$ cat src/rtl/mem_read_control.sv
// Streams completed events from the event-size/L1A/data memories as framed
// 16-bit words: header, size, data words, XOR checksum trailer.
module mem_read_control (
  input  logic        clk,
  input  logic        reset,
  input  logic        readout_en,
  input  logic [7:0]  es_wr_addr,
  input  logic [10:0] es_rd_data,
  input  logic [13:0] L1A_rd_data,
  input  logic [15:0] data_rd_data,
  output logic [7:0]  es_rd_addr,
  output logic [7:0]  L1A_rd_addr,
  output logic [15:0] data_rd_addr,
  output logic [15:0] dout,
  output logic        dout_valid,
  output logic        dout_sop,
  output logic        dout_eop,
  input  logic        dout_ready,
  output logic [7:0]  evt_cnt,
  output logic        busy
);

  typedef enum logic [2:0] {IDLE, FETCH, LATCH, HDR, SIZE, DATA, TRL} state_t;

  state_t      state, state_n;
  logic [7:0]  rd_ptr, rd_ptr_n, es_rd_addr_n, evt_cnt_n;
  logic [10:0] es_q, es_q_n, data_left, data_left_n, reads_left, reads_left_n, reads_rem;
  logic [15:0] csum, csum_n, csum_acc, head_word;
  logic [15:0] buf0, buf1, buf0_n, buf1_n, data_rd_addr_n, dout_n;
  logic [1:0]  occ, occ_n;
  logic        inflight, issue, take_data, push, pop_buf, avail, pending, accepted;
  logic        dout_valid_n, dout_sop_n, dout_eop_n, busy_n;

  assign L1A_rd_addr = es_rd_addr;

  always_comb begin
    pending   = (rd_ptr != es_wr_addr);
    accepted  = dout_valid && dout_ready;
    avail     = (occ != 2'd0) || inflight;
    head_word = (occ != 2'd0) ? buf0 : data_rd_data;
    csum_acc  = csum ^ (accepted ? dout : '0);

    // Reads may start in LATCH straight off the memory output so the first
    // data word is already buffered by the time W1 is accepted.
    reads_rem = (state == LATCH) ? es_rd_data : reads_left;
    issue = (state inside {LATCH, HDR, SIZE, DATA}) && (reads_rem != '0) &&
            (({1'b0, occ} + {2'b0, inflight}) < 3'd2);
    reads_left_n   = reads_rem - {10'b0, issue};
    data_rd_addr_n = data_rd_addr + {15'b0, issue};

    state_n      = state;
    rd_ptr_n     = rd_ptr;
    es_rd_addr_n = es_rd_addr;
    evt_cnt_n    = evt_cnt;
    es_q_n       = es_q;
    data_left_n  = data_left;
    csum_n       = csum;
    dout_n       = dout;
    dout_valid_n = dout_valid;
    dout_sop_n   = dout_sop;
    dout_eop_n   = dout_eop;
    busy_n       = busy;
    take_data    = 1'b0;

    case (state)
      IDLE: begin
        if (pending && readout_en) begin
          es_rd_addr_n = rd_ptr + 8'd1;
          busy_n       = 1'b1;
          state_n      = FETCH;
        end
      end
      FETCH: state_n = LATCH;
      LATCH: begin
        es_q_n       = es_rd_data;
        csum_n       = '0;
        dout_n       = {2'b11, L1A_rd_data};
        dout_valid_n = 1'b1;
        dout_sop_n   = 1'b1;
        dout_eop_n   = 1'b0;
        state_n      = HDR;
      end
      HDR: begin
        if (dout_ready) begin
          dout_n     = {5'b0, es_q};
          dout_sop_n = 1'b0;
          state_n    = SIZE;
        end
      end
      SIZE: begin
        if (dout_ready) begin
          if (es_q == '0) begin
            dout_n     = csum;
            dout_eop_n = 1'b1;
            state_n    = TRL;
          end else begin
            state_n     = DATA;
            data_left_n = es_q;
            if (avail) begin
              take_data   = 1'b1;
              dout_n      = head_word;
              data_left_n = es_q - 11'd1;
            end else begin
              dout_valid_n = 1'b0;
            end
          end
        end
      end
      DATA: begin
        if (!dout_valid || dout_ready) begin
          csum_n = csum_acc;
          if (data_left != '0) begin
            if (avail) begin
              take_data    = 1'b1;
              dout_n       = head_word;
              dout_valid_n = 1'b1;
              data_left_n  = data_left - 11'd1;
            end else begin
              dout_valid_n = 1'b0;
            end
          end else begin
            dout_n       = csum_acc;
            dout_valid_n = 1'b1;
            dout_eop_n   = 1'b1;
            state_n      = TRL;
          end
        end
      end
      TRL: begin
        if (dout_ready) begin
          dout_valid_n = 1'b0;
          dout_eop_n   = 1'b0;
          rd_ptr_n     = rd_ptr + 8'd1;
          evt_cnt_n    = evt_cnt + 8'd1;
          busy_n       = 1'b0;
          state_n      = IDLE;
        end
      end
      default: state_n = IDLE;
    endcase
  end

  // Skid buffer: a returning word bypasses straight into dout when the
  // buffer is empty and the output slot is taking data this cycle.
  always_comb begin
    pop_buf = take_data && (occ != 2'd0);
    push    = inflight && !(take_data && (occ == 2'd0));
    buf0_n  = buf0;
    buf1_n  = buf1;
    occ_n   = occ;
    if (pop_buf) begin
      buf0_n = buf1;
      occ_n  = occ - 2'd1;
    end
    if (push) begin
      if (occ_n == 2'd0) buf0_n = data_rd_data;
      else               buf1_n = data_rd_data;
      occ_n = occ_n + 2'd1;
    end
  end

  always_ff @(posedge clk) begin
    if (reset) begin
      state        <= IDLE;
      rd_ptr       <= '0;
      es_rd_addr   <= '0;
      data_rd_addr <= '0;
      evt_cnt      <= '0;
      es_q         <= '0;
      data_left    <= '0;
      reads_left   <= '0;
      csum         <= '0;
      buf0         <= '0;
      buf1         <= '0;
      occ          <= '0;
      inflight     <= 1'b0;
      dout         <= '0;
      dout_valid   <= 1'b0;
      dout_sop     <= 1'b0;
      dout_eop     <= 1'b0;
      busy         <= 1'b0;
    end else begin
      state        <= state_n;
      rd_ptr       <= rd_ptr_n;
      es_rd_addr   <= es_rd_addr_n;
      data_rd_addr <= data_rd_addr_n;
      evt_cnt      <= evt_cnt_n;
      es_q         <= es_q_n;
      data_left    <= data_left_n;
      reads_left   <= reads_left_n;
      csum         <= csum_n;
      buf0         <= buf0_n;
      buf1         <= buf1_n;
      occ          <= occ_n;
      inflight     <= issue;
      dout         <= dout_n;
      dout_valid   <= dout_valid_n;
      dout_sop     <= dout_sop_n;
      dout_eop     <= dout_eop_n;
      busy         <= busy_n;
    end
  end

endmodule

$ cat config.mk
export PLATFORM = sky130hd
export DESIGN_NAME = mem_read_control
export DESIGN_NICKNAME = d
export VERILOG_FILES = /design/src/rtl/mem_read_control.sv
export SDC_FILE = /design/constraint.sdc
export NUM_CORES = 1
export LEC_CHECK = 0
export BUFFER_PORTS_ARGS = -buffer_cell sky130_fd_sc_hd__clkbuf_2
export CORE_MARGIN = 5
export CORE_UTILIZATION = 45
export DETAILED_ROUTE_END_ITERATION = 6
export PLACE_DENSITY = 0.65
export SYNTH_ARGS = -nofsm -noshare
export SYNTH_HDL_FRONTEND = slang
export SYNTH_SLANG_ARGS = --single-unit
$ cat constraint.sdc
create_clock -name clk -period 8.1 [get_ports clk]
set_clock_uncertainty 0.05 [all_clocks]
set_input_delay 1.62 -clock clk [delete_from_list [all_inputs] [get_ports clk]]
set_output_delay 1.62 -clock clk [all_outputs]
set_load 0.005 [all_outputs]
# ---- Word level (Yosys, flattened, before mapping)
# Index checks and enable logic that the tools add are counted.
dict set report word_totals {
  out_inout_bits 60
  word_cells 136
  input_bits 53
  ff_bits 147
}
dict set report op_classes {
  n_mux 53
  n_eq_ne 18
  order_cmp 1
  bitwise_logic 2
  reduce_logical 35
  n_addsub 9
}
# operator count
set ops {}
lappend ops {{$mux 16} 12}
lappend ops {{$mux 11} 7}
lappend ops {{$pmux 16 s4} 1}
lappend ops {{$pmux 16 s2} 1}
lappend ops {{$reduce_and 6->1} 4}
lappend ops {{$pmux 11 s2} 1}
lappend ops {{$reduce_bool 11->1} 2}
lappend ops {{$sub 11x1->11 const B} 2}
lappend ops {{$pmux 3 s7} 1}
lappend ops {{$mux 3} 6}
lappend ops {{$add 16x1->16} 1}
lappend ops {{$add 8x1->8 const B} 2}
lappend ops {{$mux 1} 16}
lappend ops {{$ne 2x2->1 const B} 8}
lappend ops {{$xor 16x16->16} 1}
lappend ops {{$logic_not 11->1} 1}
lappend ops {{$sub 11x1->11} 1}
lappend ops {{$reduce_and 2->1} 5}
lappend ops {{$reduce_bool 2->1} 5}
lappend ops {{$eq 3x3->1 const B} 3}
lappend ops {{$ne 8x8->1} 1}
lappend ops {{$pmux 1 s4} 2}
lappend ops {{$reduce_bool 4->1} 2}
lappend ops {{$logic_and 1x1->1} 7}
lappend ops {{16 further kinds} 26}

# ---- Depth between registers and ports, before layout
# Gate-level depths: netlist of run 1.
dict set report logic_depth {
  depth_word 11
  mapped_depth 15
  mapped_depth_nobuf 12
}

# ---- Worst setup path after synthesis of run 1
# Ideal clock, no wire load.
dict set report synth_timing {
  path_type {input to register}
  start {in dout_ready}
  end {reg buf1[10]}
  setup_time_ns 0.128
  n_path_buf 3
  required_ns 7.922
  t_arrival_ns 3.298
  slack_ns 4.625
  path_stages 11
  cell_sequence {nand2b_1 nand2_1 o32a_2 buf_4 xnor2_1 ha_1 nand2b_1 buf_2 buf_6 mux2i_1 nor2_1}
}
dict set report synth_via {
  elab_chain_len 8
  elab_cells_between_ends 12
  classes_between {4 x mux; 1 x bitwise; 7 x reduce/logical}
}
# item line
set synth_rtl {}
lappend synth_rtl {{start: declaration} 18} ;# input logic dout_ready,
lappend synth_rtl {{$logic_or 1x1->1} 110} ;# if (!dout_valid || dout_ready) begin
lappend synth_rtl {{$mux 1} 110}
lappend synth_rtl {{$pmux 1 s2 *} 65} ;# case (state)
lappend synth_rtl {{$logic_and 1x1->1} 146} ;# pop_buf = take_data && (occ != 2'd0);
lappend synth_rtl {{$mux 2} 151} ;# if (pop_buf) begin
lappend synth_rtl {{$logic_not 2->1} 156} ;# if (occ_n == 2'd0) buf0_n = data_rd_data;
lappend synth_rtl {{$not 1->1 (no line)} n/a}
lappend synth_rtl {{$reduce_and 2->1 (no line) *} n/a}
lappend synth_rtl {{end signal: assignment} 193} ;# buf1 <= buf1_n;
lappend synth_rtl {{end: declaration} 29} ;# logic [15:0] buf0, buf1, buf0_n, buf1_n, data_rd_addr_n, dout_n;
# Every way passes the cells marked *; elsewhere a longest branch is shown, timed or not.
# A chain may end at the register's enable or synchronous reset.

# ---- Final worst setup path of run 1
dict set report layout_timing {
  start {reg state[0]}
  end {reg buf1[11]}
}
dict set report layout_via {
  elab_chain_len 7
  elab_cells_between_ends 11
  classes_between {2 x eq/ne; 2 x mux; 1 x bitwise; 6 x reduce/logical}
}
# item line
set layout_rtl {}
lappend layout_rtl {{start: declaration} 25} ;# state_t state, state_n;
lappend layout_rtl {{start signal: assignment} 183} ;# state <= state_n;
lappend layout_rtl {{$eq 3x3->1} 65}
lappend layout_rtl {{$pmux 1 s2 *} 65}
lappend layout_rtl {{$logic_and 1x1->1} 146}
lappend layout_rtl {{$mux 2} 151}
lappend layout_rtl {{$logic_not 2->1} 156}
lappend layout_rtl {{$not 1->1 (no line)} n/a}
lappend layout_rtl {{$reduce_and 2->1 (no line) *} n/a}
# Marked as above.

==> summary.md, run 1 <==
| Metric | Value |
|---|---|
| Multi-input combinational cell area | 4630 sq um |
| Clock slew at reported path FFs | 70 ps |
| Yosys warning total | 0 |
| HPWL Detailed | 14800 microns |
| Worst reg2reg path depth | 8 |
| Final hold viol count | 0 |
| Vias per cell | 5.66 |
| Power per cell area | 210 nW/um^2 |
| Share of async-settable or async-resettable flops after synthesis | 0% |
| Worst supply voltage drop on vdd | 0.000151 V |
| Signal arrival time at the worst endpoint | 4920 ps |
| Ys flop type | sky130_fd_sc_hd__dfxtp_1 |
| Setup TNS | 0 ps |
| Fmax | 0.213 GHz |
| Post-synth EDFFs | 0 |
| Largest net degree at the start of global routing | 76 |
| Total number of H-tree levels | 4 |
| Total number of placement rows | 48 |
| Area of all sequential standard cells | 2940 sq um |
| Type of the worst min-delay path | reg2reg |
| Relative contribution of combinational cells to total power | 15.4% |
| Total wire length | 21700 microns |
| Leakage Power | 3.76 nW |
| Layout cells sized above 1 | 15.3% |
| Clock latency at the later pin of the worst-skew pair | 430 ps |
| Avg Inst Size Synth | 7.91 sq um |
| Required time of the worst setup path | 8330 ps |
| Setup Viol. Count Final | 0 |
| Total nets after synthesis | 1073 |
| Number of nets with antenna violations after routing | 0 |
| Net switching fraction of the power | 28.5% |
| Nature of the critical path endpoint | register |
| Number of antenna diodes | 0 |
| Final worst path period need | 4690 ps |
| Maximum Capacitance Violations | 0 |
| Reg2Reg Launch Point | state[0]$_SDFFE_PP0P_ |
| Buffers on Ports | 112 |
| Total overflow reported by the global router | 0 |
| Total routing usage reported by global routing | 20.9% |
| Start-to-end type of the worst setup path | reg2reg |
| CP startpoint | state[0]$_SDFFE_PP0P_ |
| Flip-flop and latch count after synthesis | 147 |
| Via count of the first global-routing pass | 6745 |
| Startpoint types | register |
| TritonCTS clock tree | done |
| Drt wl/cell | 16.7 microns |
| Vias after detailed routing | 7383 |
| RD Place Congestion | 0.871 |
| Total power | 1.92 mW |
| Filler cell count in the final layout | 1657 |
| Die area | 20500 sq um |
| Slew margin rel. | 20.2% |
| Fraction of power consumed by sequential logic | 41.6% |
| I/O pins | 113 |
| Switching power total | 0.545 mW |
| Post-detailed-route DRC marker count | 0 |
| Clock buffers created by TritonCTS | 17 |
| Root Driver | sky130_fd_sc_hd__clkbuf_16 |
| Number of standard cells after synthesis | 1010 |
| Final clock period utilization by the worst path | 58.0% |
| Worst R2R End | buf1[11]$_SDFFE_PP0P_ |
| Final slew viol count | 0 |
| Count of cells resized by post-cts repair | 0 |
| Clock sink count | 147 |
| Number of optimization iterations in the first detailed-route pass | 5 |
| Synthesized cell area | 7990 sq um |
| Starting density of the core | 46.0% |
| Number of standard cells in the layout, taps in and fillers out | 1305 |
| Unrepaired setup endpoints after global routing | false |
| Antenna violations before repair | 0 |
| Post-placement cell count | 1273 |
| Clock tree buffer depth | 2 |
| Area growth from synthesis to final layout | 14.2% |
| Number of nets in the layout | 1130 |
| Hold-fix buffers at CTS | 0 |
| Worst-path maximum fanout | 21 |
| Slack of the worst reg-to-reg path | 3410 ps |
| Netlist cell types | 65 |
| Buffers inserted during post-CTS setup optimization | 0 |
| Chip Height | 143 microns |
| Final core utilization | 52.5% |
| DRC violation total after the first TritonRoute iteration | 605 |
| Clk pwr share | 43.0% |
| Wire length of the first global-routing pass | 34700 microns |
| Core box area | 17400 sq um |
| Least-Margin Pin Slew | 1200 ps |
| Outcome | finished, final reports clean |
| Internal Power | 1.37 mW |
| Capturing element of the worst setup path | buf1[11]$_SDFFE_PP0P_ |
| Fraction of the yosys area taken by sequential cells | 36.8% |
| Width of the chip | 143 microns |
==> routing by layer <==
layer / global-route usage [%] / up-vias / wire length [microns]
met5: 0 / - / 0
met4: 6.49 / 0 / 377
met3: 4.72 / 22 / 1650
met2: 32.2 / 262 / 9680
met1: 29.4 / 3419 / 10000
li1: - / 3680 / -
==> worst min-delay path by stage <==
stage	startpoint	endpoint	slack (ps)	cells past startpoint
after floorplan	busy$_SDFFE_PP0P_	busy$_SDFFE_PP0P_	400	2
after global placement	busy$_SDFFE_PP0P_	busy$_SDFFE_PP0P_	400	2
final	busy$_SDFFE_PP0P_	busy$_SDFFE_PP0P_	410	2
after global routing	busy$_SDFFE_PP0P_	busy$_SDFFE_PP0P_	440	2
after CTS	busy$_SDFFE_PP0P_	busy$_SDFFE_PP0P_	420	2
after detailed placement	busy$_SDFFE_PP0P_	busy$_SDFFE_PP0P_	410	2
==> Yosys cell counts (4+ instances only) <==
library cell               count  area (sq um)
sky130_fd_sc_hd__a211oi_1     22           165
sky130_fd_sc_hd__a21boi_0      5          37.5
sky130_fd_sc_hd__a21oi_1     105           526
sky130_fd_sc_hd__a221oi_1     26           228
sky130_fd_sc_hd__a31oi_1       4          25.0
sky130_fd_sc_hd__and2_1        4          25.0
sky130_fd_sc_hd__and3_1        6          37.5
sky130_fd_sc_hd__buf_2        14          70.1
sky130_fd_sc_hd__buf_4        11          82.6
sky130_fd_sc_hd__clkbuf_1     51           191
sky130_fd_sc_hd__dfxtp_1     147          2940
sky130_fd_sc_hd__ha_1         10           125
sky130_fd_sc_hd__inv_1        11          41.3
sky130_fd_sc_hd__mux2i_1      58           581
sky130_fd_sc_hd__nand2_1     112           420
sky130_fd_sc_hd__nand2b_1      8          50.1
sky130_fd_sc_hd__nand3_1      24           120
sky130_fd_sc_hd__nand4_1      11          68.8
sky130_fd_sc_hd__nor2_1      139           522
sky130_fd_sc_hd__nor3_1       16          80.1
sky130_fd_sc_hd__nor4_1        4          25.0
sky130_fd_sc_hd__o211ai_1      8          60.1
sky130_fd_sc_hd__o21ai_0      65           325
sky130_fd_sc_hd__o21ai_1      18          90.1
sky130_fd_sc_hd__or3_1        13          81.3
sky130_fd_sc_hd__xnor2_1      27           236
sky130_fd_sc_hd__xor2_1       32           280
==> layout make-up <==
class	instances	share of cell area (%)
repair buffers	118	6.67
clock buffers	18	4.82
multi-input cells	771	50.7
inverters	12	0.494
flip-flops and latches	147	32.3
well taps	225	3.09
clock inverters	14	1.92
==> through the flow <==
step           hold WS [ps]  cell area (sq um)  setup slack (ps)
6_report                414               9120              3410
4_1_cts                 418               9120              3420
3_5_place_dp            407               8510              3120
5_1_grt                 445               9120              2970
3_3_place_gp            402               8510              3260
2_1_floorplan           400               7990              4620
==> logic make-up (layout without fill, tap and decap cells) <==
kind of cell | count (synthesis) | in the layout | synth area share (%)
AND/OR/NAND/NOR | 365 | 365 | 21.1
AO/OA/AOI/OAI | 276 | 276 | 20.7
flip-flops | 147 | 147 | 36.8
buffers and inverters | 92 | 162 | 5.34
multiplexers | 61 | 61 | 8.00
XOR/XNOR | 59 | 59 | 6.47
adder cells (fa/ha/maj) | 10 | 10 | 1.57
==> sequential cells by signal (all words and copies together) (netlist names), 11 cells and up <==
register / flops
buf0: 16
buf1: 16
csum: 16
data_left: 11
data_rd_addr: 16
dout: 16
es_q: 11
reads_left: 11
==> cell usage in the layout (no fill, tap or decap), types with 4 or more instances in the layout <==
cell and count:
sky130_fd_sc_hd__nor2_1 139, sky130_fd_sc_hd__clkbuf_16 17, sky130_fd_sc_hd__a221oi_1 26, sky130_fd_sc_hd__dfxtp_1 147, sky130_fd_sc_hd__nand4_1 11, sky130_fd_sc_hd__o21ai_1 17, sky130_fd_sc_hd__nor3_1 16, sky130_fd_sc_hd__a211oi_1 22
sky130_fd_sc_hd__inv_6 4, sky130_fd_sc_hd__and2_1 4, sky130_fd_sc_hd__ha_1 10, sky130_fd_sc_hd__xnor2_1 27, sky130_fd_sc_hd__a21oi_1 105, sky130_fd_sc_hd__clkbuf_2 111, sky130_fd_sc_hd__or3_1 13, sky130_fd_sc_hd__buf_4 7
sky130_fd_sc_hd__a21boi_0 5, sky130_fd_sc_hd__o21ai_0 65, sky130_fd_sc_hd__inv_1 11, sky130_fd_sc_hd__nand2_1 112, sky130_fd_sc_hd__nand2b_1 8, sky130_fd_sc_hd__and3_1 6, sky130_fd_sc_hd__mux2i_1 58, sky130_fd_sc_hd__o211ai_1 8
sky130_fd_sc_hd__nand3_1 24, sky130_fd_sc_hd__nor4_1 4, sky130_fd_sc_hd__a31oi_1 4, sky130_fd_sc_hd__xor2_1 32
==> worst max-delay path: stages, from the launching register on <==
cell and delay (ps):
sky130_fd_sc_hd__dfxtp_1 770, sky130_fd_sc_hd__and3b_1 730, sky130_fd_sc_hd__nand2_1 640, sky130_fd_sc_hd__o32a_2 770, sky130_fd_sc_hd__xnor2_1 240, sky130_fd_sc_hd__ha_1 180
sky130_fd_sc_hd__nand2b_1 800, sky130_fd_sc_hd__mux2i_1 290, sky130_fd_sc_hd__nor2_1 70
==> power by group through the flow <==
stage                     Combinational [mW]  Clock [mW]  Sequential (mW)
final                                  0.295       0.824            0.797
after global routing                   0.328       0.868            0.800
after CTS                              0.295       0.839            0.796
after detailed placement               0.292           0            0.812
after global placement                 0.291           0            0.811
after floorplan                        0.225           0            0.792
Note: power is estimated with default switching activity, not from simulation.
==> run 2: changes to the inputs <==
- clock period: 8.1 -> 4.4 ns (I/O delays scaled with it)
==> run 2 against run 1 <==
Effect of this change: register-to-register slack got worse by 2400 ps; clock power increased by 80%; worst hold slack improved by 9.1 ps; count of clock-buffer cells in the layout decreased by 1; via count increased by 2.2%; non-clock buffer count increased by 13; routed wire length increased by 1.9%; critical path type unchanged.
==> summary.md, run 2 (synthesis results as in run 1) <==
| Metric | Value |
|---|---|
| Metal1 wirelength | 10200 microns |
| Least-Margin Pin Slew | 1120 ps |
| Via count of the first global-routing pass | 6998 |
| Worst reg2reg path depth | 12 |
| Setup TNS | 0 ps |
| Largest stage delay on the critical path | 600 ps |
| Area growth from synthesis to final layout | 15.1% |
| Worst-path cell with the longest stage delay | sky130_fd_sc_hd__dfxtp_1 |
| Commonest non-fill, non-tap cell in the layout | sky130_fd_sc_hd__dfxtp_1 |
| Core box area | 17400 sq um |
| CP startpoint | state[1]$_SDFFE_PP0P_ |
| Buffers on Ports | 112 |
| Total routing usage reported by global routing | 22.0% |
| TritonCTS clock tree | done |
| Antenna violations before repair | 0 |
| Filler cell count in the final layout | 1695 |
| Die area | 20500 sq um |
| Outcome | finished, final reports clean |
| Largest net degree at the start of global routing | 88 |
| Hold Path Stages | 2 |
| Highest metal layer with signal wires | met4 |
| Number of nets in the layout | 1143 |
| Fmax | 0.295 GHz |
| Most prevalent standard cell on the critical path | sky130_fd_sc_hd__nor2_1 |
| Setup Viol. Count Final | 0 |
| Clock latency at the later pin of the worst-skew pair | 430 ps |
| Slew margin rel. | 25.5% |
| Vias after detailed routing | 7549 |
| Critical Path, Cell by Cell | or3b_1 -> nor3_1 -> o2111ai_2 -> nor3_1 -> nor2_1 -> ha_1 -> nand3_1 -> nand2b_1 -> nor2_1 -> nand3_1 -> xor2_1 -> nor2_1 |
| Type of the worst min-delay path | reg2reg |
| Final clock period utilization by the worst path | 77.0% |
| Total number of H-tree levels | 4 |
| Detail Route met3 WL | 1680 microns |
| Drt wl/cell | 16.8 microns |
| Total number of placement rows | 48 |
| Maximum Capacitance Violations | 0 |
| Count of cells resized by post-cts repair | 0 |
| Width of the chip | 143 microns |
| Clock sink count | 147 |
| Number of optimization iterations in the first detailed-route pass | 5 |
| Met2 wire length | 9830 microns |
| Total overflow reported by the global router | 0 |
| Total power | 3.50 mW |
| Nature of the critical path endpoint | register |
| Hold-fix buffers at CTS | 0 |
| Signal arrival time at the worst endpoint | 3650 ps |
| Reg2Reg Launch Point | state[1]$_SDFFE_PP0P_ |
| Start-to-end type of the worst setup path | reg2reg |
| Wire length of the first global-routing pass | 36200 microns |
| Post-detailed-route DRC marker count | 0 |
| Clock buffers created by TritonCTS | 17 |
| Layout cells sized above 1 | 16.3% |
| HPWL Detailed | 15400 microns |
| DRC violation total after the first TritonRoute iteration | 627 |
| Startpoint types | register |
| Power per cell area | 380 nW/um^2 |
| Root Driver | sky130_fd_sc_hd__clkbuf_16 |
| RD Place Congestion | 0.863 |
| Number of antenna diodes | 0 |
| Final hold viol count | 0 |
| Leakage Power | 3.82 nW |
| Worst-path maximum fanout | 18 |
| Number of nets with antenna violations after routing | 0 |
| Unrepaired setup endpoints after global routing | false |
| Hold path start | busy$_SDFFE_PP0P_ |
| Starting density of the core | 46.0% |
| Final worst path period need | 3390 ps |
| Worst supply voltage drop on vdd | 0.000258 V |
| Required time of the worst setup path | 4670 ps |
| Buffers inserted during post-CTS setup optimization | 0 |
| Final-layout worst hold slack | 423 ps |
| Final slew viol count | 0 |
| I/O pins | 113 |
| Clock slew at reported path FFs | 70 ps |
| Vias per cell | 5.73 |
| Total wire length | 22100 microns |
| Clock tree buffer depth | 2 |
| Chip Height | 143 microns |
| Highest-count cells in the layout ignoring fill and taps | sky130_fd_sc_hd__dfxtp_1 (147), sky130_fd_sc_hd__nor2_1 (139), sky130_fd_sc_hd__nand2_1 (112), sky130_fd_sc_hd__clkbuf_2 (111), sky130_fd_sc_hd__a21oi_1 (105) |
-- run 2: path summary, 6_finish.rpt --
kind	end	slack [ps]
hold reg to reg	busy$_SDFFE_PP0P_	420
setup reg to reg	data_rd_addr[15]$_SDFF_PP0_	1010
hold / removal	busy$_SDFFE_PP0P_	420
setup / recovery	data_rd_addr[15]$_SDFF_PP0_	1010
-- run 2: layer usage --
layer  global-route usage, %  up-vias
li1                        -     3716
met1                    31.0     3514
met2                    33.0      284
met3                    4.86       35
met4                    7.93        0
met5                       0        -
-- run 2: layout make-up --
class	instances	area (sq um)	share of cell area (%)
multi-input combinational	771	4630	50.3
tap	225	282	3.06
clock inverter	15	169	1.84
sequential	147	2940	32.0
clock buffer	17	425	4.63
inverter	12	45.0	0.490
timing repair buffer	131	706	7.67
-- run 2: critical path: cells and delay by family, from the launching register on --
| family | cells | cell delay [ps] |
|---|---|---|
| AO/OA/AOI/OAI | 1 | 200 |
| XOR/XNOR | 1 | 160 |
| adder cells (fa/ha/maj) | 1 | 230 |
| flip-flops | 1 | 600 |
| AND/OR/NAND/NOR | 9 | 2040 |
-- run 2: metrics by stage --
| step | utilization (%) | cells | cell area [sq um] | setup slack [ps] |
|---|---|---|---|---|
| 2_1_floorplan | - | 1010 | 7990 | 1570 |
| 3_3_place_gp | 49.6 | 1286 | 8600 | 1110 |
| 3_5_place_dp | 49.6 | 1286 | 8600 | 997 |
| 4_1_cts | 53.0 | 1318 | 9200 | 989 |
| 5_1_grt | 53.0 | 1318 | 9200 | 658 |
| 6_report | 53.0 | 1318 | 9200 | 1010 |
-- run 2: report_power, final --
group / switching [mW] / internal [mW] / total, mW
Combinational: 0.334 / 0.225 / 0.558
Clock: 0.629 / 0.851 / 1.48
Sequential: 0.0700 / 1.39 / 1.46
